`config.mk`:
```
export PLATFORM = sky130hd
export DESIGN_NAME = mem_bus_arbiter
export DESIGN_NICKNAME = d
export VERILOG_FILES = /design/src/rtl/mem_bus_arbiter_pkg.sv /design/src/rtl/arb_rr_pick.sv /design/src/rtl/mem_bus_arbiter.sv
export SDC_FILE = /design/constraint.sdc
export NUM_CORES = 1
export LEC_CHECK = 0
export CORE_AREA = 2 2 343 345
export CTS_CLUSTER_DIAMETER = 60
export DETAILED_ROUTE_END_ITERATION = 10
export DIE_AREA = 0 0 345 347
export GPL_ROUTABILITY_DRIVEN = 0
export PLACE_DENSITY = 0.43
export SLEW_MARGIN = 20
export SYNTH_ARGS = -nofsm -noshare
export SYNTH_HDL_FRONTEND = slang
export SYNTH_SLANG_ARGS = --single-unit
```
`constraint.sdc`:
```
create_clock -name CLK -period 1.6 [get_ports CLK]
set_input_delay 0.16 -clock CLK [delete_from_list [all_inputs] [get_ports CLK]]
set_output_delay 0.16 -clock CLK [all_outputs]
set_load 0.05 [all_outputs]
```
`src/rtl/mem_bus_arbiter_pkg.sv`:
```
// Shared definitions for the two-requester memory bus arbiter.
//   - default address / RAM line widths and timeout settings
//   - arbiter FSM state encoding (2 bits)
//   - small helper used to decide whether a requester is asking for the bus
package mem_bus_arbiter_pkg;

  localparam int C_ADDR_W        = 32;   // tag + index + offset
  localparam int C_RAM_DATA_SIZE = 128;  // one RAM line
  localparam int C_ARB_TIMEOUT   = 255;  // strobe cycles before a transfer is abandoned
  localparam int C_ARB_CNT_W     = 8;    // 2**C_ARB_CNT_W > C_ARB_TIMEOUT

  typedef enum logic [1:0] {
    ARB_IDLE     = 2'd0,
    ARB_ISSUE    = 2'd1,
    ARB_WAIT_ACK = 2'd2,
    ARB_RELEASE  = 2'd3
  } arb_state_t;

  // A requester wants the bus while either of its level requests is high.
  function automatic logic req_active(input logic rd, input logic wr);
    return rd | wr;
  endfunction

endpackage

```
`src/rtl/arb_rr_pick.sv`:
```
// Round-robin pick for two requesters (purely combinational).
//   req   : bit n high when requester n wants the bus
//   ptr   : requester that wins when both ask (0 or 1)
//   grant : one-hot winner, 00 when nobody asks
module arb_rr_pick (
  input  logic [1:0] req,
  input  logic       ptr,
  output logic [1:0] grant
);

  always_comb begin
    grant = req;
    if (req == 2'b11) begin
      grant = ptr ? 2'b10 : 2'b01;
    end
  end

endmodule

```
`src/rtl/mem_bus_arbiter.sv`:
```
// Shares one RAM port between two cache requesters.
//   REQn_RD/WR/ADDR/WDATA : level request from requester n, held until ACK or ERR
//   REQn_ACK / REQn_ERR   : one-cycle completion / timeout pulses to requester n
//   REQn_RDATA            : last line read on behalf of requester n
//   SIG_RAM_RD/WR, RAM_ADDR, RAM_WDATA, RAM_RDATA, MI_SIG_RAM_ACK : RAM side
//   GRANT                 : one-hot current owner, 00 when the bus is free
//   ARB_STATE             : FSM state, for observation only
//
// Handshake: a requester raises RD or WR and holds it; the arbiter latches
// address, data and operation at the grant edge, raises the RAM strobe for the
// following cycle and holds it until MI_SIG_RAM_ACK is sampled high (or the
// timeout expires). Completion is signalled by a one-cycle ACK (or ERR) pulse;
// the bus is only freed once the owner has dropped both RD and WR.
module mem_bus_arbiter
  import mem_bus_arbiter_pkg::*;
#(
  parameter int ADDR_W  = C_ADDR_W,
  parameter int DATA_W  = C_RAM_DATA_SIZE,
  parameter int TIMEOUT = C_ARB_TIMEOUT,
  parameter int CNT_W   = C_ARB_CNT_W
) (
  input  logic              CLK,
  input  logic              RESET,
  input  logic              REQ0_RD,
  input  logic              REQ0_WR,
  input  logic [ADDR_W-1:0] REQ0_ADDR,
  input  logic [DATA_W-1:0] REQ0_WDATA,
  output logic              REQ0_ACK,
  output logic              REQ0_ERR,
  output logic [DATA_W-1:0] REQ0_RDATA,
  input  logic              REQ1_RD,
  input  logic              REQ1_WR,
  input  logic [ADDR_W-1:0] REQ1_ADDR,
  input  logic [DATA_W-1:0] REQ1_WDATA,
  output logic              REQ1_ACK,
  output logic              REQ1_ERR,
  output logic [DATA_W-1:0] REQ1_RDATA,
  output logic              SIG_RAM_RD,
  output logic              SIG_RAM_WR,
  output logic [ADDR_W-1:0] RAM_ADDR,
  output logic [DATA_W-1:0] RAM_WDATA,
  input  logic [DATA_W-1:0] RAM_RDATA,
  input  logic              MI_SIG_RAM_ACK,
  output logic [1:0]        GRANT,
  output arb_state_t        ARB_STATE
);

  // The counter holds the number of strobe cycles already completed, so the
  // transfer is abandoned at the end of strobe cycle number TIMEOUT.
  localparam logic [CNT_W-1:0] CNT_LAST = CNT_W'(TIMEOUT - 1);
  localparam logic [CNT_W-1:0] CNT_MAX  = '1;

  arb_state_t       state, state_d;
  logic             ptr;
  logic [CNT_W-1:0] cnt;
  logic [1:0]       req;
  logic [1:0]       pick;
  logic             owner_active;
  logic             load;
  logic             done_ack;
  logic             done_err;
  logic             release_bus;

  assign req = {req_active(REQ1_RD, REQ1_WR), req_active(REQ0_RD, REQ0_WR)};
  assign owner_active = GRANT[1] ? req[1] : req[0];
  assign ARB_STATE = state;

  arb_rr_pick u_pick (
    .req   (req),
    .ptr   (ptr),
    .grant (pick)
  );

  always_comb begin
    state_d     = state;
    load        = 1'b0;
    done_ack    = 1'b0;
    done_err    = 1'b0;
    release_bus = 1'b0;
    unique case (state)
      ARB_IDLE: begin
        if (pick != 2'b00) begin
          load    = 1'b1;
          state_d = ARB_ISSUE;
        end
      end
      // The strobe is already up here; an acknowledge is only honoured from
      // WAIT_ACK onwards so every transfer sees at least two strobe cycles.
      ARB_ISSUE: begin
        state_d = ARB_WAIT_ACK;
      end
      // An ack on the last allowed cycle wins over the timeout.
      ARB_WAIT_ACK: begin
        if (MI_SIG_RAM_ACK) begin
          done_ack = 1'b1;
          state_d  = ARB_RELEASE;
        end else if (cnt >= CNT_LAST) begin
          done_err = 1'b1;
          state_d  = ARB_RELEASE;
        end
      end
      ARB_RELEASE: begin
        if (!owner_active) begin
          release_bus = 1'b1;
          state_d     = ARB_IDLE;
        end
      end
      default: state_d = ARB_IDLE;
    endcase
  end

  always_ff @(posedge CLK) begin
    if (RESET) begin
      state      <= ARB_IDLE;
      ptr        <= 1'b0;
      cnt        <= '0;
      GRANT      <= 2'b00;
      SIG_RAM_RD <= 1'b0;
      SIG_RAM_WR <= 1'b0;
      RAM_ADDR   <= '0;
      RAM_WDATA  <= '0;
      REQ0_ACK   <= 1'b0;
      REQ0_ERR   <= 1'b0;
      REQ0_RDATA <= '0;
      REQ1_ACK   <= 1'b0;
      REQ1_ERR   <= 1'b0;
      REQ1_RDATA <= '0;
    end else begin
      state    <= state_d;
      REQ0_ACK <= 1'b0;
      REQ0_ERR <= 1'b0;
      REQ1_ACK <= 1'b0;
      REQ1_ERR <= 1'b0;

      if ((state == ARB_ISSUE || state == ARB_WAIT_ACK) && cnt != CNT_MAX) begin
        cnt <= cnt + 1'b1;
      end

      // Everything the RAM sees is captured at the grant edge; a write wins
      // when a requester raises RD and WR together.
      if (load) begin
        GRANT <= pick;
        cnt   <= '0;
        if (pick[1]) begin
          RAM_ADDR   <= REQ1_ADDR;
          RAM_WDATA  <= REQ1_WDATA;
          SIG_RAM_WR <= REQ1_WR;
          SIG_RAM_RD <= ~REQ1_WR;
        end else begin
          RAM_ADDR   <= REQ0_ADDR;
          RAM_WDATA  <= REQ0_WDATA;
          SIG_RAM_WR <= REQ0_WR;
          SIG_RAM_RD <= ~REQ0_WR;
        end
      end

      if (done_ack || done_err) begin
        SIG_RAM_RD <= 1'b0;
        SIG_RAM_WR <= 1'b0;
      end

      // SIG_RAM_RD is still high on the ack edge, so it tells reads from writes.
      if (done_ack) begin
        if (GRANT[1]) begin
          REQ1_ACK <= 1'b1;
          if (SIG_RAM_RD) REQ1_RDATA <= RAM_RDATA;
        end else begin
          REQ0_ACK <= 1'b1;
          if (SIG_RAM_RD) REQ0_RDATA <= RAM_RDATA;
        end
      end

      if (done_err) begin
        if (GRANT[1]) REQ1_ERR <= 1'b1;
        else          REQ0_ERR <= 1'b1;
      end

      // Priority passes to the requester that did not just own the bus.
      if (release_bus) begin
        GRANT <= 2'b00;
        ptr   <= GRANT[0];
      end
    end
  end

endmodule
```
-- Word-level counts from Yosys, hierarchy flattened
Cells that the tools add are included.
- input bits: 455
- logic and storage cells: 67
- flip-flop bits (word level): 435
- output and inout port bits: 426
- mux-type cells: 23
- reductions and logical operators: 13
- bitwise logic cells: 7
- equal/unequal tests: 8
- magnitude comparators: 1
- $add $sub $neg: 1
- operator list (kind ; count):
    128-bit 2-to-1 mux ; 1
    32-bit 2-to-1 mux ; 1
    1-bit 2-to-1 mux ; 14
    2-bit 2-to-1 mux ; 6
    2-bit OR reduction ; 5
    3-bit AND reduction ; 3
    8-bit by 1-bit adder with 8-bit output, second input constant ; 1
    8-bit >= comparator, second input constant ; 1
    8-bit inequality test, second input constant ; 1
    2-bit one-hot mux with 4 select lines ; 1
    2-bit == test, second input constant ; 3
    1-bit NOT ; 5
    2-bit inequality test, second input constant ; 2
    3-bit inequality test, second input constant ; 1
    2-bit by 1-bit == test with 1-bit output, second input constant ; 1
    2-bit logical NOT ; 1
    1-bit logical OR ; 2
    1-bit OR ; 2
    2-bit nonzero test ; 1
    1-bit logical AND ; 1

-- Logic depth before layout (Yosys ltp)
Gate-level depths: netlist (run 1).
- depth in word-level cells: 7
- depth in mapped cells: 8
- mapped depth without buffers: 6

-- Cells and area by module
From an unflattened synthesis (run 1), not the netlist that was laid out.
- cells, all modules: 1934
- area total of the unflattened synthesis: 16625.9 um2
- by module, submodules not included (module ; cells each ; instances ; area an instance (um2)):
    mem_bus_arbiter ; 1931 ; 1 ; 16607.2
    arb_rr_pick ; 3 ; 1 ; 18.8

-- Least setup slack after synthesis (run 1)
OpenSTA, ideal clock, no wires.
- kind: register to register
- from: register state[0] (netlist: ARB_STATE[0])
- to: register REQ0_RDATA[127]
- path slack: -530 ps
- library setup time: 70 ps
- required time: 1530 ps
- arrival: 2059 ps
- buffers on the path: 2
- stages on the path, launching flop included: 9
- clock period less this slack: 2130 ps
- cell sequence: dfxtp_1 inv_1 ha_1 nand3_1 nand2b_1 clkbuf_1 clkbuf_1 nand2_1 a21oi_1
- cells in the longest elaborated chain, start to end: 3
- ends and longest elaborated chain (item ; RTL line ; text):
    start, declared ; mem_bus_arbiter.sv:53 ; arb_state_t state, state_d;
    start signal, assigned ; mem_bus_arbiter.sv:129 ; state <= state_d;
    2-bit == test ; mem_bus_arbiter.sv:80 ; unique case (state)
    1-bit 2-to-1 mux ; mem_bus_arbiter.sv:80 ;
    3-bit AND reduction (no line) ; n/a ;
    end signal, assigned ; mem_bus_arbiter.sv:124 ; REQ0_RDATA <= '0;
    end signal, assigned ; mem_bus_arbiter.sv:169 ; if (SIG_RAM_RD) REQ0_RDATA <= RAM_RDATA;
    end, declared ; mem_bus_arbiter.sv:30 ; output logic [DATA_W-1:0] REQ0_RDATA,
Every way passes these cells.
A chain may end at the register's enable or synchronous reset.

-- Worst setup path in the final report (run 1)
- from: register state[0] (netlist: ARB_STATE[0])
- to: register RAM_WDATA[98]
- cells in the longest elaborated chain, start to end: 2
- ends and longest elaborated chain (item ; RTL line ; text):
    2-bit logical NOT ; mem_bus_arbiter.sv:80 ;
    1-bit 2-to-1 mux ; mem_bus_arbiter.sv:80 ;
    end signal, assigned ; mem_bus_arbiter.sv:121 ; RAM_WDATA <= '0;
    end signal, assigned ; mem_bus_arbiter.sv:146 ; RAM_WDATA <= REQ1_WDATA;
    end signal, assigned ; mem_bus_arbiter.sv:151 ; RAM_WDATA <= REQ0_WDATA;
    end, declared ; mem_bus_arbiter.sv:41 ; output logic [DATA_W-1:0] RAM_WDATA,
Every way passes these cells.

==> flow_metrics.env, run 1 <==
export IMPL_relSlewSlack_pct=73.3
export IMPL_grt_pass1_vias=17800
export IMPL_max_vdd_ir_drop_mv=0.685
export IMPL_worstMarginPinSlew_ps=397
export IMPL_ys_seq_area_share_pct=49.5
export IMPL_final_hold_viol_count=0
export IMPL_drt_antenna_violating_nets=0
export IMPL_cp_num_buf_inv=5
export IMPL_path_class="reg -> reg"
export IMPL_grt_max_degree=43
export IMPL_io_buffers=880
export IMPL_slowest_delay_ps=350
export IMPL_gr_total_overflow=0
export IMPL_end_kind="register"
export IMPL_yosys_warnings=0
export IMPL_final_util_pct=28.4
export IMPL_power_frac_seq_pct=26.9
export IMPL_initial_core_util_pct=15.2
export IMPL_status="finished, violations left"
export IMPL_insertion_delay_ps=620
export IMPL_rows=125
export IMPL_grt_pass1_wl_um=129000
export IMPL_pin_count=881
export IMPL_met3_length_um=8910
export IMPL_crit_required_ps=2130
export IMPL_grt_usage_pct=14.7
export IMPL_p_int_mw=30.6
export IMPL_cts_buffers=67
export IMPL_die_h_um=347
export IMPL_met1_length_um=37300
export IMPL_power_frac_clock_pct=29.1
export IMPL_routed_wl_um=97100
export IMPL_firstDrtPassIters=7
export IMPL_ys_types=35
export IMPL_wl_met2_um=48600
export IMPL_fin_crit_ps=1720
export IMPL_worstPathArrival_ps=2240
export IMPL_drtIter0Drc=727
export IMPL_powerDensity_nw_per_um2=1560
export IMPL_topRoutingLayerUsed="met5"
export IMPL_period_share_pct=107
export IMPL_clock_sinks=435
export IMPL_slew_violations=0
export IMPL_layout_drive_gt1_share_pct=38.5
export IMPL_max_cap_violations=0
export IMPL_setup_viol=322
export IMPL_switching_power_mw=20.7
export IMPL_cellLeakagePower_nw=13.7
export IMPL_design_die_area_um2=120000
export IMPL_worstSetupStartpointType="register"
export IMPL_cts_root_buf="clkbuf_16"
export IMPL_crit_chain="inv_4, buf_4, ha_4, and2_4, buf_16, buf_8, clkbuf_16, nor2_1, a211oi_2"
export IMPL_place_ws_ps=-535
export IMPL_route_detailed_drc=0
export IMPL_total_power_mw=51.2
export IMPL_cts_tree="yes"
export IMPL_dp_final_hpwl_um=71900
export IMPL_core_um2=116000
export IMPL_clkSlewWorstSetupHoldPaths_ps=50
export IMPL_final_cells=4510
export IMPL_syn_area_um2=17600
export IMPL_setup_ws_ps=-116
export IMPL_crit_start="ARB_STATE[0]"
export IMPL_antenna_found_initial=33
export IMPL_hold_class="in -> reg"
export IMPL_crit_fanout=9
export IMPL_routed_via_density=3.95
export IMPL_violations="negative setup slack"
export IMPL_die_w_um=345
export IMPL_vias=17800
export IMPL_placed_cells=4323
export IMPL_crit_family="buffers and inverters"
export IMPL_combPwrFrac_pct=44.0
export IMPL_syn2layout_area_growth_pct=86.9
export IMPL_reg2reg_from="ARB_STATE[0]"
export IMPL_clock_fmax_ghz=0.583
export IMPL_worst_path_max_delay_cell="dfxtp_4"
export IMPL_fin_nets=3392
export IMPL_avgRoutedWirePerCell_um=21.5
export IMPL_syn_avg_cell_area_um2=9.07
export IMPL_max_clock_path_buffers=3
export IMPL_synth_cells=1941
export IMPL_syn_nets=2402
export IMPL_finalClockSkew_ps=18.8
export IMPL_rsz0062_at_grt="yes"
export IMPL_min_from="RAM_RDATA[92]"
export IMPL_h_tree_depth=3
export IMPL_switching_share_pct=40.3
export IMPL_ys_ff_latch=435
-- per-stage QoR --
step	hold slack (ps)	TNS, ps	cell area (um2)
final	122	-15670	32900
after global routing	98.1	-54480	32900
after CTS	60.2	-21620	30800
after detailed placement	446	-117730	27900
after global placement	442	-116050	27900
after floorplan	296	0	17700
-- synthesized netlist by cell type (all sizes together) --
library cell,n,area share (%)
nand2,518,11
dfxtp,435,49
a21oi,262,7.4
nor2,177,3.8
a211oi,164,12
mux2i,163,9.3
clkbuf,101,2.3
buf,59,2.8
inv,10,0.21
nand2b,8,0.28
nor3,8,0.23
ha,6,0.43
nand3,5,0.14
o21ai,4,0.11
nand4,3,0.11
xnor2,3,0.15
and3,2,0.071
nor3b,2,0.085
or4,2,0.11
a211o,1,0.050
a221oi,1,0.050
a2bb2oi,1,0.050
a311oi,1,0.050
a31oi,1,0.036
and2,1,0.050
nand3b,1,0.043
o32a,1,0.057
or2,1,0.036
-- logic make-up (layout without fill, tap and decap cells) --
group                    Yosys count  count (layout)  synth area share [%]
AND/OR/NAND/NOR                  728             728                  16.0
AO/OA/AOI/OAI                    436             436                  19.4
flip-flops                       435             435                  49.5
buffers and inverters            170            1210                  5.32
multiplexers                     163             163                  9.27
adder cells (fa/ha/maj)            6               6                 0.426
XOR/XNOR                           3               3                 0.149
other                              0               5                     0
-- sequential cells by signal (all words and copies together) (netlist names), 2 cells and up --
name / cells
RAM_WDATA: 128
REQ0_RDATA: 128
REQ1_RDATA: 128
RAM_ADDR: 32
cnt: 8
ARB_STATE: 2
GRANT: 2
-- power by group through the flow --
stage / sequential [mW] / combinational (mW) / clock, mW
after floorplan: 19.6 / 7.34 / 0
after global placement: 14.0 / 18.7 / 0
after detailed placement: 14.0 / 18.8 / 0
after CTS: 13.8 / 20.3 / 15.4
after global routing: 14.0 / 23.8 / 15.8
final: 13.8 / 22.6 / 14.9
-- path summary, 6_finish.rpt --
check	end	slack [ps]	cells past startpoint
worst min-delay path	REQ1_RDATA[92]	120	3
worst min register to register	REQ1_RDATA[109]	450	2
worst max-delay path	RAM_WDATA[98]	-120	9
worst max register to register	RAM_WDATA[98]	-120	9
-- repair_timing --
item,4_1_cts,5_1_grt
pin swaps,6,205
hold endpoints to repair,5,0
endpoints found under the setup margin,409,410
setup buffers,18,10
gates cloned,9,31
resized for setup,45,382
hold buffers,1,0
-- tightest hold or removal path, delay by kind of cell --
family	cells	cell delay, ps
buffers and inverters	1	420
and+or+nand+nor	1	60
AOI/OAI and AO/OA	1	50
-- placed cells by master (no fill, tap or decap), drive strengths merged, types with 2 or more instances in the layout --
master and instances:
nand3 5, diode 5, or4 2, ha 6
mux2i 163, bufinv 5, nor2 177, nor3 8
a211oi 164, nand2b 8, dfxtp 435, inv 21
and3 2, nand2 518, clkinv 13, o21ai 4
nor3b 2, clkinvlp 2, clkbuf 113, buf 602
nand4 3, xnor2 3, a21oi 262, clkdlybuf4s50 453
-- routing by layer --
| layer | GRT usage, % | vias up |
|---|---|---|
| met3 | 6.42 | 140 |
| li1 | - | 8592 |
| met4 | 4.22 | 24 |
| met1 | 16.0 | 8388 |
| met2 | 25.8 | 663 |
| met5 | 0 | - |
-- area by class of cell --
type | count | area, um2
antenna | 5 | 12.5
clock buffer | 88 | 1870
clock inverter | 31 | 357
fill | 12400 | 82800
inverter | 10 | 40.0
multi-input combinational | 1336 | 9170
sequential | 435 | 8720
tap | 1524 | 1910
timing repair buffer | 1081 | 10800
Power figures use the tool's default switching activity.
==> inputs of run 2 (changes only) <==
--- a/config.mk
+++ b/config.mk
@@ -5,10 +5,10 @@
 export SDC_FILE = /design/constraint.sdc
 export NUM_CORES = 1
 export LEC_CHECK = 0
-export CORE_AREA = 2 2 343 345
+export CORE_AREA = 2 2 339 341
 export CTS_CLUSTER_DIAMETER = 60
 export DETAILED_ROUTE_END_ITERATION = 10
-export DIE_AREA = 0 0 345 347
+export DIE_AREA = 0 0 341 343
 export GPL_ROUTABILITY_DRIVEN = 0
 export PLACE_DENSITY = 0.43
 export SLEW_MARGIN = 20
==> run 2 against run 1 <==
The run still ends with negative setup slack left. Hold slack got worse by 1.3 ps. Fmax decreased by 1.7%. Sequential share of layout area increased by 0.27 points. Register-to-register slack got worse by 30 ps. Clock-buffer cell count increased by 1. Largest cell class unchanged. Clock skew increased by 12 ps. Critical path depth increased by 1. Via count decreased by 1.3%. Setup slack got worse by 29 ps. Total power decreased by 3.5%. Die area decreased by 2.3%. Sequential power about the same.
==> flow_metrics.env, run 2 (synthesis results as in run 1) <==
export IMPL_final_util_pct=28.7
export IMPL_final_common_cell="buf_4"
export IMPL_h_tree_depth=3
export IMPL_hold_class="in -> reg"
export IMPL_violations="negative setup slack"
export IMPL_syn2layout_area_growth_pct=85.1
export IMPL_route_detailed_drc=0
export IMPL_grt_pass1_wl_um=127000
export IMPL_drtIter0Drc=647
export IMPL_worstMarginPinSlew_ps=330
export IMPL_io_buffers=880
export IMPL_crit_required_ps=2150
export IMPL_fin_nets=3399
export IMPL_max_cap_violations=0
export IMPL_gr_total_overflow=0
export IMPL_layout_drive_gt1_share_pct=36.7
export IMPL_grt_max_degree=44
export IMPL_routed_wl_um=93300
export IMPL_r2r_end="REQ0_RDATA[22]"
export IMPL_holdPathEnd="REQ1_RDATA[98]"
export IMPL_cts_tree="yes"
export IMPL_firstDrtPassIters=4
export IMPL_final_hold_viol_count=0
export IMPL_max_vdd_ir_drop_mv=0.739
export IMPL_reg2reg_from="ARB_STATE[0]"
export IMPL_min_from="RAM_RDATA[98]"
export IMPL_period_share_pct=109
export IMPL_crit_family="buffers and inverters"
export IMPL_grt_pass1_vias=17500
export IMPL_rows=124
export IMPL_cts_buffers=68
export IMPL_clock_sinks=435
export IMPL_slowest_delay_ps=340
export IMPL_powerDensity_nw_per_um2=1520
export IMPL_rr_worst_depth=10
export IMPL_hold_path_cell_count=3
export IMPL_setup_ws_ps=-145
export IMPL_grt_usage_pct=14.9
export IMPL_pin_count=881
export IMPL_worstPathArrival_ps=2290
export IMPL_max_clock_path_buffers=3
export IMPL_fin_tns_setup_ps=-16290
export IMPL_crit_fanout=17
export IMPL_reg2reg_slack_ps=-140
export IMPL_avgRoutedWirePerCell_um=20.7
export IMPL_drt_antenna_violating_nets=0
export IMPL_clkSlewWorstSetupHoldPaths_ps=50
export IMPL_path_class="reg -> reg"
export IMPL_routed_via_density=3.90
export IMPL_end_kind="register"
export IMPL_clock_fmax_ghz=0.573
export IMPL_cp_num_buf_inv=5
export IMPL_setup_viol=355
export IMPL_initial_core_util_pct=15.5
export IMPL_slew_violations=0
export IMPL_fin_crit_ps=1740
export IMPL_status="finished, violations left"
export IMPL_die_w_um=341
export IMPL_cts_root_buf="clkbuf_16"
export IMPL_crit_top_cell="buf_12"
export IMPL_core_um2=113000
export IMPL_relSlewSlack_pct=77.4
export IMPL_worst_path_max_delay_cell="dfxtp_4"
export IMPL_worstSetupStartpointType="register"
export IMPL_finalClockSkew_ps=30.4
export IMPL_die_h_um=343
export IMPL_reg_top3="RAM_WDATA x128, REQ0_RDATA x128, REQ1_RDATA x128"
export IMPL_vias=17600
export IMPL_antenna_found_initial=28
export IMPL_cellLeakagePower_nw=13.6
export IMPL_total_power_mw=49.5
export IMPL_design_die_area_um2=117000
export IMPL_final_cell_mix="518 x buf_4, 453 x clkdlybuf4s50_1, 441 x nand2_1"
export IMPL_insertion_delay_ps=630
export IMPL_rsz0062_at_grt="yes"
export IMPL_crit_chain="inv_4, ha_4, nand3_2, buf_6, buf_4, nor2_4, buf_12, buf_12, nand2_1, a21oi_1"
export IMPL_dp_final_hpwl_um=70300
-- run 2: cell types whose count changed in the layout (fill, tap and decap cells not counted), moves of 6 or more --
cell / previous run / this run
buf_12: 53 / 59
nand2_4: 78 / 58
nand2_1: 409 / 441
a21oi_1: 141 / 168
nand2_2: 31 / 18
a21oi_2: 121 / 94
clkbuf_16: 92 / 80
buf_4: 498 / 518
-- run 2: routing by layer --
layer  track usage, %  part of all wire, %  wire (um)  up-vias
met4             4.30                  2.0       1860       16
li1                 -                    -          -     8608
met3             5.91                  9.1       8520      134
met2             26.2                   50      47000      633
met1             16.4                   38      35800     8182
met5                0                 0.12        111        -
-- run 2: metrics by stage --
step | setup slack [ps] | std cells | hold WS, ps | instance area, um2
4_1_cts | -123 | 4485 | 53.7 | 31600
5_1_grt | -230 | 4503 | 82.5 | 32600
6_report | -145 | 4503 | 120 | 32600
3_5_place_dp | -516 | 4329 | 446 | 28100
3_3_place_gp | -512 | 4329 | 442 | 28100
2_1_floorplan | 1.41 | 1941 | 296 | 17700
-- run 2: how the worst max path moves through the flow --
stage	start	to	slack, ps	cells after the start
6_report	ARB_STATE[0]	REQ0_RDATA[22]	-140	10
5_1_grt	ARB_STATE[0]	REQ1_RDATA[69]	-230	12
4_1_cts	ARB_STATE[0]	REQ1_RDATA[86]	-120	12
3_5_place_dp	REQ1_RD	RAM_WDATA[117]	-520	7
3_3_place_gp	REQ1_RD	RAM_WDATA[117]	-510	7
2_1_floorplan	ARB_STATE[0]	RAM_ADDR[10]	1	8
-- run 2: final cells by class --
| type | instances | area [um2] |
|---|---|---|
| Fill cell | 12100 | 80800 |
| Timing Repair Buffer | 1087 | 10700 |
| Multi-Input combinational cell | 1336 | 8890 |
| Sequential cell | 435 | 8720 |
| Clock buffer | 89 | 1920 |
| Tap cell | 1512 | 1890 |
| Clock inverter | 30 | 389 |
| Inverter | 10 | 40.0 |
| Antenna cell | 4 | 10.0 |
-- run 2: repair_timing --
item / 4_1_cts / 5_1_grt
endpoints found under the setup margin: 376 / 420
buffers inserted: 23 / 5
hold endpoints to repair: 17 / 0
pin swaps: 49 / 102
gates cloned: 13 / 13
gates resized for setup: 139 / 182
hold buffers: 1 / 0
-- run 2: tightest hold or removal path, cell delays in order --
cell and delay (ps):
clkdlybuf4s50_1 420, nand2_1 60, a21oi_1 50
-- run 2: report_power, final --
group / total (mW) / switching (mW) / internal, mW / leakage, nW
Sequential: 13.7 / 1.11 / 12.6 / 3.55
Clock: 15.2 / 5.88 / 9.37 / 1.13
Combinational: 20.5 / 13.0 / 7.54 / 8.90
Total: 49.5 / 19.9 / 29.5 / 13.6
==> inputs of run 3 (changes only) <==
--- a/config.mk
+++ b/config.mk
@@ -11,7 +11,7 @@
 export DIE_AREA = 0 0 341 343
 export GPL_ROUTABILITY_DRIVEN = 0
 export PLACE_DENSITY = 0.43
-export SLEW_MARGIN = 20
+export SLEW_MARGIN = 5
 export SYNTH_ARGS = -nofsm -noshare
 export SYNTH_HDL_FRONTEND = slang
 export SYNTH_SLANG_ARGS = --single-unit
==> results of run 3 <==
The final DEF is identical to that of run 2; final timing and power are the same.
